`config.mk`:
```
export PLATFORM = sky130hd
export DESIGN_NAME = reg_file_link
export DESIGN_NICKNAME = d
export VERILOG_FILES = /design/src/rtl/reg_file_link.sv
export SDC_FILE = /design/constraint.sdc
export NUM_CORES = 2
export LEC_CHECK = 0
export CAP_MARGIN = 20
export CORE_ASPECT_RATIO = 1.2
export CORE_MARGIN = 4
export CORE_UTILIZATION = 35
export CTS_CLUSTER_DIAMETER = 120
export DETAILED_ROUTE_END_ITERATION = 8
export GPL_TIMING_DRIVEN = 0
export HOLD_SLACK_MARGIN = 0.15
export PLACE_DENSITY_LB_ADDON = 0.25
export SLEW_MARGIN = 20
export SYNTH_ARGS = -nofsm -noshare
export SYNTH_HDL_FRONTEND = slang
export SYNTH_SLANG_ARGS = --single-unit
```
`constraint.sdc`:
```
create_clock -name clk -period 28.9 [get_ports clk]
set_input_delay 2.89 -clock clk [delete_from_list [all_inputs] [get_ports clk]]
set_output_delay 2.89 -clock clk [all_outputs]
set_load 0.1 [all_outputs]
```
`src/rtl/reg_file_link.sv`:
```
// 32 x DATA_W register file: r0 hardwired to zero, three combinational read ports, link-register write port.
// Optional macro REGS_BYPASS_EN forwards same-cycle writes to rs_data/rt_data (never to dbg_data).
module reg_file_link #(
  parameter int unsigned DATA_W    = 32,
  parameter logic [4:0]  LINK_ADDR = 5'b11111
) (
  input  logic              clk,
  input  logic              rst,
  input  logic [4:0]        rs_addr,
  output logic [DATA_W-1:0] rs_data,
  input  logic [4:0]        rt_addr,
  output logic [DATA_W-1:0] rt_data,
  input  logic              we,
  input  logic [4:0]        wa,
  input  logic [DATA_W-1:0] wd,
  input  logic              link_we,
  input  logic [DATA_W-1:0] link_data,
  input  logic [4:0]        dbg_addr,
  output logic [DATA_W-1:0] dbg_data
);

  localparam int unsigned NREGS = 32;

  logic [DATA_W-1:0] regs_q [NREGS-1:1];
  logic              link_wr_c;
  logic              gen_wr_c;

  // Link write beats a general write to the same index; writes to r0 are dropped.
  assign link_wr_c = link_we && (LINK_ADDR != 5'd0);
  assign gen_wr_c  = we && (wa != 5'd0) && !(link_wr_c && (wa == LINK_ADDR));

  always_ff @(posedge clk or posedge rst) begin
    if (rst) begin
      for (int i = 1; i < NREGS; i++) begin
        regs_q[i] <= '0;
      end
    end else begin
      if (gen_wr_c) begin
        regs_q[wa] <= wd;
      end
      if (link_wr_c) begin
        regs_q[LINK_ADDR] <= link_data;
      end
    end
  end

`ifdef REGS_BYPASS_EN
  logic              byp_rs_c;
  logic              byp_rt_c;
  logic [DATA_W-1:0] byp_rs_data_c;
  logic [DATA_W-1:0] byp_rt_data_c;

  // Pending-write forwarding for the two datapath read ports.
  always_comb begin
    byp_rs_c      = 1'b0;
    byp_rt_c      = 1'b0;
    byp_rs_data_c = '0;
    byp_rt_data_c = '0;
    if (!rst) begin
      if (link_wr_c && (rs_addr == LINK_ADDR)) begin
        byp_rs_c      = 1'b1;
        byp_rs_data_c = link_data;
      end else if (gen_wr_c && (rs_addr == wa)) begin
        byp_rs_c      = 1'b1;
        byp_rs_data_c = wd;
      end
      if (link_wr_c && (rt_addr == LINK_ADDR)) begin
        byp_rt_c      = 1'b1;
        byp_rt_data_c = link_data;
      end else if (gen_wr_c && (rt_addr == wa)) begin
        byp_rt_c      = 1'b1;
        byp_rt_data_c = wd;
      end
    end
  end
`endif

  always_comb begin
    rs_data  = (rs_addr  == 5'd0) ? '0 : regs_q[rs_addr];
    rt_data  = (rt_addr  == 5'd0) ? '0 : regs_q[rt_addr];
    dbg_data = (dbg_addr == 5'd0) ? '0 : regs_q[dbg_addr];
`ifdef REGS_BYPASS_EN
    if (byp_rs_c) begin
      rs_data = byp_rs_data_c;
    end
    if (byp_rt_c) begin
      rt_data = byp_rt_data_c;
    end
`endif
  end

endmodule

```
**Word level (Yosys, flattened, before mapping)**

Cells that the tools add are included.

- Flip-flop bits (word level): 992
- Bits of input ports: 88
- Output and inout port bits: 96
- Word-level logic and storage cells: 61

- Order comparisons: 5
- Equality and inequality tests: 1
- Muxes and demuxes: 14
- Reductions and logical operators: 10

Operators with widths:

| operator | number |
|---|---|
| 992-bit bitwise mux | 1 |
| 992-bit two-way mux | 1 |
| 32-bit binary-select mux with 5-bit select | 3 |
| 32-bit two-way mux | 8 |
| 32-bit demux with 5-bit select | 1 |
| 5-bit by 6-bit less-than comparator with 1-bit output (second input constant) | 4 |
| 5-bit zero test | 3 |
| 5-bit == test (second input constant) | 1 |
| 5-bit by 1-bit >= comparator with 1-bit output (second input constant) | 1 |
| 5-bit nonzero test | 1 |
| 1-bit logical AND | 4 |
| 2-bit nonzero test | 1 |
| 1-bit zero test | 1 |

**Logic depth before layout (Yosys ltp)**

- Word-level depth: 7
- Depth in mapped cells: 8
- Depth with buffers taken out: 4

**Worst setup path after synthesis**

OpenSTA, ideal clock, no wires.

- Kind: input -> output
- Start point: input port dbg_addr[2]
- End point: output port dbg_data[0]
- Data arrival time: 6.108 ns
- Required time: 26.010 ns
- Path slack: 19.902 ns
- Stages: 7
- Buffers on the path: 4
- Cell sequence: buf_2 buf_2 buf_2 nand3b_1 clkbuf_1 o22ai_1 nor3_1

- Longest elaborated chain between the ends: 3
- Elaborated cells between the ends (all ways): 4
- Those cells by class: mux: 3; reduce/logical: 1

RTL lines:

| what | line | RTL |
|---|---|---|
| from (decl) | 18 | `input logic [4:0] dbg_addr,` |
| 32-bit binary-select mux with 5-bit select | 81 | `dbg_data = (dbg_addr == 5'd0) ? '0 : regs_q[dbg_addr];` |
| 32-bit two-way mux (not written as such) | 81 |  |
| 32-bit two-way mux (*) | 81 |  |
| to (decl) | 19 | `output logic [DATA_W-1:0] dbg_data` |

Mark *: on every way between the ends. The rest lies on a longest branch, timed or not. The select of a mux whose other input is x is not followed.

**Worst setup path in the final report**

- Start point: input port dbg_addr[0]
- End point: output port dbg_data[11]

The elaborated chain is that of the path after synthesis.

==> flow_metrics.py <==
metrics = {
    "global_routing": {
        "use_met2_pct": 49.0,
        "grt_max_degree": 34,
        "busiest_layer": "met2",
        "grtUsageMet1_pct": 41.1,
        "grtUsageTotal_pct": 34.8,
        "grt_pass1_wl_um": 425000,
        "antenna_found_initial": 34,
        "grt_pass1_vias": 48424,
        "grt-ovfl-total": 0,
        "use_met3_pct": 15.5,
    },
    "setup_path": {
        "crit_type": "in2out",
        "r2r_start": "regs_q[991]",
        "critical_path.max_fanout": 11,
        "critical_path_required_ps": 26010,
        "worstPathArrival_ps": 8290,
        "critPathCaptureType": "primary output",
        "critPathLaunchType": "input pin",
        "reg2reg_to": "regs_q[991]",
        "worst-r2r-setup-slack_ps": 27970,
        "reg2reg_depth": 2,
    },
    "sta": {
        "period_share_pct": 38.7,
        "fin_setup_tns_ps": 0,
        "fin_crit_ps": 11180,
        "slew_headroom_pct": 8.00,
        "worst_slew_pin_slew_ps": 1380,
        "final-setup-viol-count": 0,
        "max_clock_freq_ghz": 0.0894,
        "drv_slew": 0,
        "rsz0062_at_grt": "false",
        "final-hold-violation-count": 0,
        "clock_skew_ps": 0,
    },
    "cells_and_area": {
        "largest_reg_flops": 992,
        "fillCellCount": 16103,
        "areaGrowthSynthToFinish_pct": 16.0,
        "nets": 4770,
        "regMostFlops": "regs_q",
        "top_regs": "regs_q: 992 flops",
        "fin_cells": 7058,
        "layout-drive-gt1-share_pct": 44.4,
    },
    "clocking": {
        "cts_buffers": 110,
        "clock_sinks": 992,
        "cts_tree": "built",
        "clock_latency_ps": 790,
        "path_clk_slew_ps": 60,
        "root_buffer": "clkbuf_16",
        "clock_path_buffers": 3,
        "post_cts_buffers": 0,
        "cts_resized": 0,
        "htreeDepth": 3,
        "holdBufCountCts": 0,
    },
    "synthesis": {
        "synthTopCellsByArea": "dfrtp_1, mux2_2, mux4_2, mux2i_1, a22oi_1",
        "syn_area_sq_um": 60200,
        "synthFlopType": "dfrtp_1",
        "yosysTopAreaCellShare_pct": 41.2,
        "ys_seq_area_share_pct": 41.2,
        "yosys-top-cells-count": "mux2_2, dfrtp_1, mux4_2",
        "yosys.area.top_type": "dfrtp_1",
        "avgSynthCellArea_sq_um": 13.9,
        "postSynthCellCount": 4338,
        "ys_types": 44,
        "async_flop_share_pct": 100,
        "synth_nets": 4426,
        "synth-edff-count": 0,
        "yosysMostFrequentCell": "mux2_2",
        "ys_warn_count": 0,
        "ys_ff_latch": 992,
    },
    "placement": {
        "dpl.hpwl_um": 219000,
        "place_inst": 6834,
        "port_buffers": 175,
        "gp_congestion": 1.02,
    },
    "drt": {
        "vias": 49795,
        "drt-total-wl_um": 320000,
        "wire_per_inst_um": 45.3,
        "drt-initial-drc-count": 7743,
        "firstDrtPassIters": 7,
        "drt.antenna.violating_nets": 0,
        "drc": 0,
        "viasPerCell": 7.06,
    },
    "outcome": {
        "status": "finished clean",
    },
    "floorplan": {
        "core_area_sq_um": 171000,
        "die_h_um": 462,
        "rows": 166,
        "start_util_pct": 35.3,
        "die_area_sq_um": 179000,
        "fp.dieW_um": 387,
        "top_level_ports": 184,
    },
    "hold_path": {
        "whs_endpoint": "regs_q[943]",
        "hold_depth": 1,
        "min_from": "regs_q[943]",
        "worst_hold_path_type": "reg2reg",
    },
    "pwr": {
        "p_seq_share_pct": 40.4,
        "combPwrFrac_pct": 28.2,
        "p_per_area_nw_per_um2": 68.6,
        "p_int_uw": 3150,
        "leakagePower_uw": 0.0293,
        "swShare_pct": 34.2,
        "power_switching_uw": 1640,
        "vdd_drop_max_v": 0.0000570,
        "p_clk_share_pct": 31.5,
    },
    "run": {
        "drv_cap": 0,
    },
}
## through the flow
stage | util (%) | hold WS, ps | instance area (sq um) | power, uW | setup slack (ps)
floorplan | - | 499 | 60200 | 2810 | 12340
global placement | 37.9 | 521 | 64800 | 3210 | 5200
detailed placement | 38.7 | 530 | 66000 | 3250 | 17920
CTS | 40.8 | 543 | 69700 | 4730 | 17910
global route | 40.9 | 561 | 69800 | 4910 | 17680
finish | 40.9 | 545 | 69800 | 4790 | 17720
## kinds of logic (layout without fill, tap and decap cells)
kind of cell,count (synthesis),count (layout),share of synthesized area (%)
AND/OR/NAND/NOR,315,315,2.70
multiplexers,1914,1914,44.9
buffers and inverters,502,932,3.64
AO/OA/AOI/OAI,615,615,7.56
flip-flops,992,992,41.2
other,0,22,0
## final cells by class
class / instances / area (sq um) / share of cell area [%]
well taps: 2268 / 2840 / 4.06
repair buffers: 232 / 2930 / 4.19
diodes: 22 / 55.1 / 0.0788
clock buffers: 164 / 3270 / 4.68
clock inverters: 34 / 429 / 0.614
plain buffers: 498 / 2290 / 3.28
multi-input cells: 2844 / 33200 / 47.5
inverters: 4 / 18.8 / 0.0269
flip-flops and latches: 992 / 24800 / 35.5
## power by group through the flow
stage / Clock (uW) / Combinational (uW) / Sequential (uW)
after detailed placement: 0 / 1310 / 1940
after CTS: 1500 / 1320 / 1910
after floorplan: 0 / 962 / 1850
after global placement: 0 / 1280 / 1930
after global routing: 1560 / 1390 / 1960
final: 1510 / 1350 / 1930
## placed cells by master, fill, tap and decap left out, drive strengths merged, types with 3 or more instances in the layout
cell           instances
diode                 22
nand3                 36
bufinv                 9
nor3b                  6
a22oi                166
a21oi                 29
o21ai                 32
clkbuf               397
a22o                  63
buf                  322
a31oi                 64
or2                    4
mux4                 521
nor2b                 12
dfrtp                992
o22ai                128
nor2                  31
nand2b                 5
mux2                1058
clkinv                21
a221oi                 6
nor3                  63
clkdlybuf4s50        175
nand4                 47
and3b                  5
a221o                 89
and2                   5
o211ai                29
inv                    5
a32oi                  3
nand4b                 3
mux2i                335
clkinvlp               3
nand3b                 8
nand2                 83
## worst max-delay path, stage by stage
cell             delay [ps]
clkdlybuf4s50_1         660
buf_4                   280
buf_4                   260
buf_2                   640
clkbuf_1                970
a221o_1                 290
a31oi_1                 110
nor3_1                  860
clkdlybuf4s50_1        1300
## per-layer routing
layer / vias up / wire (um)
li1: 18024 / -
met1: 26059 / 113000
met2: 4340 / 131000
met3: 1340 / 43700
met4: 32 / 31000
met5: - / 560
## how the worst max path moves through the flow
stage | from | endpoint | slack, ps | cells past startpoint
global route | dbg_addr[0] | dbg_data[11] | 17680 | 9
detailed placement | dbg_addr[0] | dbg_data[11] | 17920 | 9
global placement | rst | regs_q[623] | 5200 | 2
finish | dbg_addr[0] | dbg_data[11] | 17720 | 9
CTS | dbg_addr[0] | dbg_data[11] | 17910 | 9
floorplan | rst | regs_q[0] | 12340 | 1
Power figures use the tool's default switching activity.
